`config.mk`:
```
export PLATFORM = sky130hd
export DESIGN_NAME = uart_msg_arbiter
export DESIGN_NICKNAME = d
export VERILOG_FILES = /design/src/rtl/uart_msg_arbiter.sv
export SDC_FILE = /design/constraint.sdc
export NUM_CORES = 1
export LEC_CHECK = 0
export CAP_MARGIN = 30
export CORE_AREA = 2 2 165 167
export CTS_BUF_LIST = sky130_fd_sc_hd__clkbuf_8
export DETAILED_ROUTE_END_ITERATION = 7
export DIE_AREA = 0 0 167 169
export PLACE_DENSITY = 0.68
export SLEW_MARGIN = 5
export SYNTH_ARGS = -nofsm -noshare
export SYNTH_HDL_FRONTEND = slang
export SYNTH_SLANG_ARGS = --single-unit
```
`constraint.sdc`:
```
create_clock -name CLOCK -period 14.3 [get_ports CLOCK]
set_clock_uncertainty 0.1 [all_clocks]
set_input_delay 4.29 -clock CLOCK [delete_from_list [all_inputs] [get_ports CLOCK]]
set_output_delay 4.29 -clock CLOCK [all_outputs]
set_load 0.01 [all_outputs]
```
`src/rtl/uart_msg_arbiter.sv`:
```
// Three-way round-robin arbiter in front of a single UART message transmitter.
// A grant latches the winner's payload and owns the transmitter until done, reject or timeout.
module uart_msg_arbiter #(
  parameter logic [15:0] START_TIMEOUT = 16'd2000,
  parameter logic [3:0]  MAX_BYTES     = 4'd12
) (
  input  logic         CLOCK,
  input  logic         RESET,
  input  logic [2:0]   req,
  input  logic [287:0] req_data,
  input  logic [11:0]  req_len,
  input  logic [8:0]   req_times,
  output logic [2:0]   ack,
  output logic [2:0]   err,
  output logic         busy,
  output logic [95:0]  TX_BYTE,
  output logic [3:0]   no_of_bytes,
  output logic [2:0]   transmit_count,
  output logic         TX_DATA_VALID,
  input  logic         O_TX_DONE
);

  typedef enum logic [2:0] {
    IDLE,
    LAUNCH,
    WAIT_START,
    WAIT_DONE,
    FINISH
  } state_t;

  state_t      state;
  logic [1:0]  rr;
  logic [1:0]  owner;
  logic [15:0] wait_cnt;
  logic [16:0] wait_cnt_next;

  logic        win_found;
  logic [1:0]  win_idx;
  logic [2:0]  cand;
  logic [95:0] win_data;
  logic [3:0]  win_len;
  logic [2:0]  win_times;
  logic        len_ok;

  function automatic logic [2:0] one_hot(input logic [1:0] idx);
    return 3'b001 << idx;
  endfunction

  // Search order is rr, rr+1, rr+2 wrapped modulo 3; the first active request wins.
  always_comb begin
    win_found = 1'b0;
    win_idx   = 2'd0;
    cand      = 3'd0;
    for (int k = 0; k < 3; k++) begin
      cand = {1'b0, rr} + 3'(k);
      if (cand >= 3'd3) cand = cand - 3'd3;
      if (!win_found && req[cand[1:0]]) begin
        win_found = 1'b1;
        win_idx   = cand[1:0];
      end
    end
  end

  always_comb begin
    win_data  = req_data[95:0];
    win_len   = req_len[3:0];
    win_times = req_times[2:0];
    case (win_idx)
      2'd1: begin
        win_data  = req_data[191:96];
        win_len   = req_len[7:4];
        win_times = req_times[5:3];
      end
      2'd2: begin
        win_data  = req_data[287:192];
        win_len   = req_len[11:8];
        win_times = req_times[8:6];
      end
      default: begin
        win_data  = req_data[95:0];
        win_len   = req_len[3:0];
        win_times = req_times[2:0];
      end
    endcase
  end

  assign len_ok        = (win_len != 4'd0) && (win_len <= MAX_BYTES);
  assign wait_cnt_next = {1'b0, wait_cnt} + 17'd1;

  // Rejected grants skip the transmitter but still pass through FINISH so rr advances uniformly.
  always_ff @(posedge CLOCK or posedge RESET) begin
    if (RESET) begin
      state          <= IDLE;
      rr             <= 2'd0;
      owner          <= 2'd0;
      wait_cnt       <= 16'd0;
      TX_DATA_VALID  <= 1'b0;
      ack            <= 3'b000;
      err            <= 3'b000;
      busy           <= 1'b0;
      TX_BYTE        <= 96'd0;
      no_of_bytes    <= 4'd0;
      transmit_count <= 3'd0;
    end else begin
      ack <= 3'b000;
      err <= 3'b000;
      case (state)
        IDLE: begin
          if (win_found) begin
            owner          <= win_idx;
            TX_BYTE        <= win_data;
            no_of_bytes    <= win_len;
            transmit_count <= (win_times == 3'd0) ? 3'd1 : win_times;
            busy           <= 1'b1;
            if (len_ok) begin
              state         <= LAUNCH;
              TX_DATA_VALID <= 1'b1;
            end else begin
              state <= FINISH;
              err   <= one_hot(win_idx);
            end
          end
        end
        LAUNCH: begin
          state    <= WAIT_START;
          wait_cnt <= 16'd0;
        end
        WAIT_START: begin
          if (!O_TX_DONE) begin
            TX_DATA_VALID <= 1'b0;
            state         <= WAIT_DONE;
          end else if (wait_cnt_next >= {1'b0, START_TIMEOUT}) begin
            TX_DATA_VALID <= 1'b0;
            err           <= one_hot(owner);
            state         <= FINISH;
          end else begin
            wait_cnt <= wait_cnt_next[15:0];
          end
        end
        WAIT_DONE: begin
          if (O_TX_DONE) begin
            ack   <= one_hot(owner);
            state <= FINISH;
          end
        end
        FINISH: begin
          rr    <= (owner == 2'd2) ? 2'd0 : owner + 2'd1;
          busy  <= 1'b0;
          state <= IDLE;
        end
        default: begin
          TX_DATA_VALID <= 1'b0;
          busy          <= 1'b0;
          state         <= IDLE;
        end
      endcase
    end
  end

endmodule

```
==> impl_results.rst <==
.. list-table::
   :header-rows: 1

   * - Metric
     - Value
   * - Total wire length
     - ~29,000 microns
   * - Outcome
     - finished clean
   * - Length in cells of the worst reg-to-reg path
     - 17
   * - Time the worst path needs with I/O delays and setup
     - 8352 ps
   * - Filler cells
     - around 2,600
   * - Port bufs
     - between 400 and 500
   * - Antenna cells
     - 0
   * - Arrival time of data at the critical path endpoint
     - roughly 8600 ps
   * - Worst min-delay path class
     - reg -> reg
   * - Number of buffers between clock root and the deepest sink
     - 2
   * - Startpoint of the most critical register-to-register path
     - rr[0]
   * - Top-Level Pins
     - roughly 430
   * - Total non-filler cell area in the finished layout
     - between 10,000 and 15,000 sq um
   * - Critical-path cell with the highest stage delay
     - sky130_fd_sc_hd__ha_4
   * - Root buffer selected by CTS
     - sky130_fd_sc_hd__clkbuf_8
   * - Setup slack at placement
     - 5528 ps
   * - Max-slew violation count
     - 0
   * - Max Cap Violations
     - 0
   * - Vertical die dimension
     - around 170 microns
   * - Per-cell routed wire length
     - around 18 microns
   * - Fraction of layout instances using a drive strength above 1
     - 5.097%
   * - Synthesized netlist net count
     - around 1,200
   * - Post-route antenna net violation count
     - 0
   * - Routed vias
     - roughly 8,000
   * - Number of standard cells after synthesis
     - approximately 910
   * - Most common cell after layout, fill and taps aside
     - sky130_fd_sc_hd__clkdlybuf4s50_1
   * - H-tree depth reported by CTS
     - 4
   * - Die boundary width
     - about 170 microns
   * - Grt total ovfl
     - 0
   * - Top cell by count, worst path
     - sky130_fd_sc_hd__nand2_1
   * - Start-to-end type of the worst setup path
     - in -> reg
   * - Pwr/cell area
     - 247.6 nW/um^2
   * - Highest Clock Rate
     - approximately 120 MHz
   * - Sum of net half-perimeters after detailed placement
     - 21,920 microns
   * - Number of synthesized flops with an enable pin
     - 0
   * - Start point of the worst hold path
     - TX_BYTE[78]
   * - Global-route wire length before repair
     - roughly 44,000 microns
   * - Post-Place Cell Area
     - between 10,000 and 15,000 sq um
   * - # hold bufs at CTS
     - 0
   * - Total power consumption of the routed design
     - just over 3000 uW
   * - CP Data Required Time
     - about 15,000 ps
   * - Maximum number of pins on one net before global-route repair
     - 109
   * - Starting Density
     - about 28%
   * - Worst-case setup margin in the final layout
     - between 5000 and 6000 ps
   * - Post-layout net count
     - around 1,600
   * - Clock tree from TritonCTS
     - yes
   * - Buffer count from post-CTS setup fixing
     - 0
   * - Share of the yosys chip area belonging to registers
     - a little under half
   * - Setup repair after global routing missed its margin
     - false
   * - Number of design rule violations left after detail routing
     - 0
   * - Max-slew headroom
     - approximately two fifths
   * - Reg-to-Reg End
     - state[2]
   * - 1st-pass router iterations
     - 5
   * - Most used flip-flop cell after synthesis
     - sky130_fd_sc_hd__dfrtp_1
   * - Clock input transition at the sequential cells of the worst setup and hold paths
     - around 100 ps
   * - Number of violations reported at the end of detailed-routing iteration 0
     - 429
   * - Number of global-route vias before repair
     - about 7,700
   * - Die outline area
     - about 28,000 sq um
   * - Worst skew pair latency
     - 440 ps
   * - Type of element launching the critical path
     - input port
   * - Transition time at the pin with the least slew margin
     - a little over 900 ps
   * - Cell chain of the critical path
     - clkdlybuf4s50_1 -> mux2i_1 -> o22ai_1 -> nand2_1 -> o22ai_1 -> nand2_1 -> o21ai_0 -> ha_4 -> buf_4 -> a22oi_1 -> nand2_1 -> o21ai_0 -> or2_2 -> mux2_2 -> o31a_1 -> nor3_1
   * - Highest ir drop seen on vdd
     - around 210 uV
   * - Count of endpoints failing hold in the final timing report
     - 0
   * - Flip-flop and latch count after synthesis
     - approximately 130
   * - Total GRT Usage
     - between 10% and 20%
   * - Post-route fraction of the period consumed by the critical path
     - between 50% and 60%
   * - Post-synthesis cell type count
     - 55
   * - Number of failing setup endpoints in the final timing report
     - 0
   * - Synthesized area
     - between 7000 and 8000 sq um
   * - Clk sink count
     - 134
   * - Most used cells in the layout excluding fill and tap cells
     - sky130_fd_sc_hd__clkdlybuf4s50_1, sky130_fd_sc_hd__nand2_1, sky130_fd_sc_hd__o21ai_0
   * - Hold endpoint
     - TX_BYTE[78]
   * - Worst Path Max Fanout
     - 56
   * - Drt via density
     - 4.876
   * - Worst hold slack across all endpoints
     - 383.0 ps
   * - Largest stage delay on the critical path
     - about 650 ps
   * - Num rows
     - 60
   * - Synthesis-to-finish area growth
     - 66.24%
   * - Ys async rst share
     - 100.0%
   * - Mapped Avg Cell Area
     - between 8 and 9 sq um
   * - Leakage
     - ~0.0050 uW
   * - Global placer's final weighted congestion
     - a little over 0.8
   * - Worst-case register-to-register setup slack
     - roughly 9500 ps
   * - Synth warnings
     - 0
   * - Sum Neg Setup Slack
     - 0 ps
   * - Core footprint
     - 26,500 sq um
   * - Initial antenna violation count
     - 3
   * - CTS Buf Count
     - 17
   * - Worst Hold Path Cells
     - 2
   * - Total of cells resized after clock tree synthesis
     - 0
   * - Critical path capture point type
     - flop
[power breakdown]
group	leakage, uW	switching [uW]	internal, uW	total, uW
sequential	0.00170	109	556	666
clock	0.000181	180	127	307
combinational	0.00310	1220	848	2070
[layer usage]
| layer | up-vias | wire length [microns] | global-route usage, % |
|---|---|---|---|
| met5 | - | 30 | 0 |
| met4 | 4 | 301 | 4.648 |
| met3 | 24 | 2049 | 5.214 |
| met2 | 300 | 14650 | 34.46 |
| met1 | 3670 | 11870 | 24.70 |
| li1 | 3979 | - | - |
[state kept, by name (all words and copies together) (netlist names)]
| register | flops |
|---|---|
| ack | 3 |
| TX_DATA_VALID | 1 |
| wait_cnt | 16 |
| no_of_bytes | 4 |
| rr | 2 |
| TX_BYTE | 96 |
| state | 3 |
| busy | 1 |
| transmit_count | 3 |
| owner | 2 |
| err | 3 |
[synthesized netlist by cell type, drive strengths merged (3+ instances only)]
cell type	n	area share, %
o21ai	216	15
nand3b	4	0.41
nand3	9	0.68
and2	6	0.51
nand2b	6	0.51
nor3	10	0.74
o221ai	3	0.36
a21oi	6	0.46
a31oi	3	0.25
or2	3	0.25
ha	9	1.5
nor4	5	0.51
mux2i	5	0.68
nand2	228	12
o211ai	4	0.41
nand4	5	0.51
dfrtp	134	45
inv	14	0.71
clkbuf	59	3.0
and3	3	0.29
a22oi	103	10
buf	17	1.1
nor2	18	0.91
o22ai	5	0.42
[through the flow]
stage	utilization, %	cells
floorplan	-	905
global placement	44.77	1601
detailed placement	44.80	1602
CTS	46.18	1634
global route	46.39	1636
finish	46.39	1636
[worst max-delay path, delay by kind of cell]
| family | cells | cell delay, ps |
|---|---|---|
| AO/OA/AOI/OAI | 6 | 1310 |
| buffers and inverters | 2 | 1100 |
| AND/OR/NAND/NOR | 5 | 790 |
| adder cells (fa/ha/maj) | 1 | 650 |
| multiplexers | 2 | 380 |
[cells by family (layout without fill, tap and decap cells)]
kind of cell             count (synthesis)  after routing  share of synthesized area (%)
XOR/XNOR                                 1              1                         0.1185
adder cells (fa/ha/maj)                  9              9                          1.523
buffers and inverters                   90            480                          4.839
multiplexers                             7              7                         0.9814
flip-flops                             134            134                          45.35
AND/OR/NAND/NOR                        304            304                          17.66
AO/OA/AOI/OAI                          360            360                          29.53
[final cells by class]
cell class / count / area [sq um] / share of cell area, %
well taps: 341 / 426.7 / 3.471
multi-input cells: 681 / 3729 / 30.33
inverters: 14 / 57.56 / 0.4682
flip-flops and latches: 134 / 3353 / 27.28
clock inverters: 15 / 131.4 / 1.069
repair buffers: 434 / 4362 / 35.48
clock buffers: 17 / 234.0 / 1.903
[how the worst max path moves through the flow]
| stage | from | endpoint |
|---|---|---|
| 5_1_grt | req[1] | err[0] |
| 3_5_place_dp | req[1] | state[2] |
| 6_report | req[1] | state[2] |
| 4_1_cts | req[1] | state[2] |
| 3_3_place_gp | req[1] | state[2] |
| 2_1_floorplan | RESET | TX_BYTE[0] |
(Power assumes the default switching activity.)
==> RTL change (same flow settings) <==
The 5 states of `state_t` get a one-hot encoding in 5 bits.
--- a/src/rtl/uart_msg_arbiter.sv
+++ b/src/rtl/uart_msg_arbiter.sv
@@ -20,12 +20,12 @@
   input  logic         O_TX_DONE
 );
 
-  typedef enum logic [2:0] {
-    IDLE,
-    LAUNCH,
-    WAIT_START,
-    WAIT_DONE,
-    FINISH
+  typedef enum logic [4:0] {
+    IDLE       = 5'b00001,
+    LAUNCH     = 5'b00010,
+    WAIT_START = 5'b00100,
+    WAIT_DONE  = 5'b01000,
+    FINISH     = 5'b10000
   } state_t;
 
   state_t      state;
Behaviour: no difference found for any inputs over 4 cycles, from zero or initial values and one cycle with RESET high; so few cycles prove little.
==> RTL change against the original RTL <==
  * Area after synthesis grew 0.73%
  * Routed wire length shrank 2.7%
  * Sequential cell count grew 2
  * Cell area grew 0.72%
  * Global-route usage shrank 0.27 points
  * Sequential power grew 0.9%
  * Power grew 0.44%
  * Sequential share of layout area grew 0.22 points
  * Setup slack gained 59 ps
  * Largest cell class unchanged
==> RTL change: results (changes against the original RTL) <==
| Metric | Value |
|---|---|
| Share of layout cells above drive strength 1 | 4.170% (-0.93 points) |
| Sequential share of the synthesized area | 45.71% (+0.36 points) |
| First-pass iteration count of the detailed router | 5 (unchanged) |
| Initial antenna violation count | 0 (-3) |
| Via count | 8002 (+0.31%) |
| GRT met3 Usage | 5.682% (+0.47 points) |
| Max Freq | 0.1206 GHz (+0.72%) |
| Placed cell count | 1603 (+0.062%) |
| Reg2Reg Setup Slack | 9600 ps (+110 ps) |
| Cell internal pwr | 1.576 mW (+2.9%) |
| Placed Area | 0.01193 sq mm (+0.51%) |
| CTS clk-pin slew, worst paths | 80 ps (-20 ps) |
| Worst R2R Path Depth | 15 (-2) |
| Metal1 wirelength | 11750 um (-0.97%) |
| Global routing met2 resource utilization | 33.62% (-0.84 points) |
| Initial drt markers | 565 (+32%) |
| Unique masters post-synth | 51 (-7.3%) |
| Pre-CTS setup slack | 5643 ps (+115.1 ps) |
| Final wirelength | 28120 um (-2.7%) |
| Worst-margin pin slew | 929.0 ps (+10.34 ps) |
| Status | finished, final reports clean |
| Worst Hold Class | reg2reg |
| Syn nets | 1229 (unchanged) |
| Largest net degree at the start of global routing | 112 (+2.8%) |
| Max layer used | met4 |
| Fill cells | 2628 (+2.1%) |
| Gr usage total | 19.58% (-0.27 points) |
| Crit Path Max Fanout | 76 (+36%) |
| Port bufs | 425 (unchanged) |
| First-pass GRT wire length | 43500 um (-1.5%) |
| H-tree depth | 4 (unchanged) |
| CTS max path bufs | 2 (unchanged) |
| Worst vdd ir | 0.0001498 V (-29%) |
| WP data required | 14550 ps (-20 ps) |
| Dominant cells by area after synthesis | dfrtp_1 45%, o21ai_0 14%, nand2_1 11%, a22oi_1 10%, clkbuf_1 3.4% |
| Vias in the first global route | 7891 (+2.3%) |
| Routed wl met3 | 1818 um (-11%) |
| Via density per instance | 4.891 (+0.31%) |
| Avg Cell Area, Syn | 8.230 sq um (+0.73%) |
| Top cells by count, synth | 224 x nand2_1, 210 x o21ai_0, 135 x dfrtp_1 |
| R2r startpoint | rr[0] |
| Hpwl dp | 21500 um (-1.9%) |
| GRT met1 Usage | 24.01% (-0.69 points) |
| Antenna Cells | 0 (unchanged) |
| Top Registers | TX_BYTE x96, wait_cnt x16, state x5 |
| Root Buffer | clkbuf_8 |
| Post-CTS Setup Bufs | 0 (unchanged) |
| Met2 WL | 13970 um (-4.6%) |
| Gpl congestion | 0.9465 (+14%) |
| Startpoint of the worst hold path | TX_BYTE[54] |
| Leak | 5.092 nW (+2.3%) |
==> RTL change: layout make-up <==
type,count,area (sq um),area share [%]
sequential,136,3405,27.50
clock inverter,15,187.7,1.516
clock buffer,17,234.0,1.890
multi-input combinational,680,3734,30.15
tap,341,426.7,3.446
inverter,14,57.56,0.4648
timing repair buffer,433,4338,35.03
==> RTL change: power by group through the flow <==
stage / sequential [mW] / combinational, mW / clock (mW)
finish: 0.672 / 2.04 / 0.347
global route: 0.699 / 2.32 / 0.377
CTS: 0.674 / 2.06 / 0.359
detailed placement: 0.678 / 2.06 / 0
global placement: 0.674 / 2.02 / 0
floorplan: 0.727 / 1.24 / 0
==> RTL change: worst max-delay path, stage by stage <==
cell             delay (ps)
clkdlybuf4s50_1         560
mux2i_1                 120
o21ai_0                 320
nand2b_1                140
o22ai_1                 180
nand2_1                  70
o21ai_0                 330
ha_4                    610
buf_4                   640
mux2i_1                 360
a211o_1                 170
nand2_1                 130
nor4_1                  270
a21oi_1                 110
a41oi_1                 190
==> RTL change: cell families after synthesis <==
kind of cell | Yosys count | share of synthesized area, %
compound gates | 358 | 28.79
fa+ha+maj | 9 | 1.512
simple gates | 300 | 17.52
mux | 10 | 1.344
xor+xnor | 3 | 0.3528
flops | 136 | 45.71
buf+inv | 89 | 4.771
==> RTL change: final timing paths <==
path                                  to
hold reg to reg              TX_BYTE[54]
setup reg to reg           TX_DATA_VALID
setup / recovery           TX_DATA_VALID
max in group asynchronous  TX_DATA_VALID
min in group asynchronous    TX_BYTE[63]
hold / removal               TX_BYTE[54]
==> RTL change: stage by stage <==
step / total power, mW / hold WS (ps)
final: 3.057 / 378.2
after global routing: 3.400 / 406.0
after CTS: 3.096 / 386.8
after detailed placement: 2.737 / 369.0
after global placement: 2.693 / 359.9
after floorplan: 1.965 / 377.2
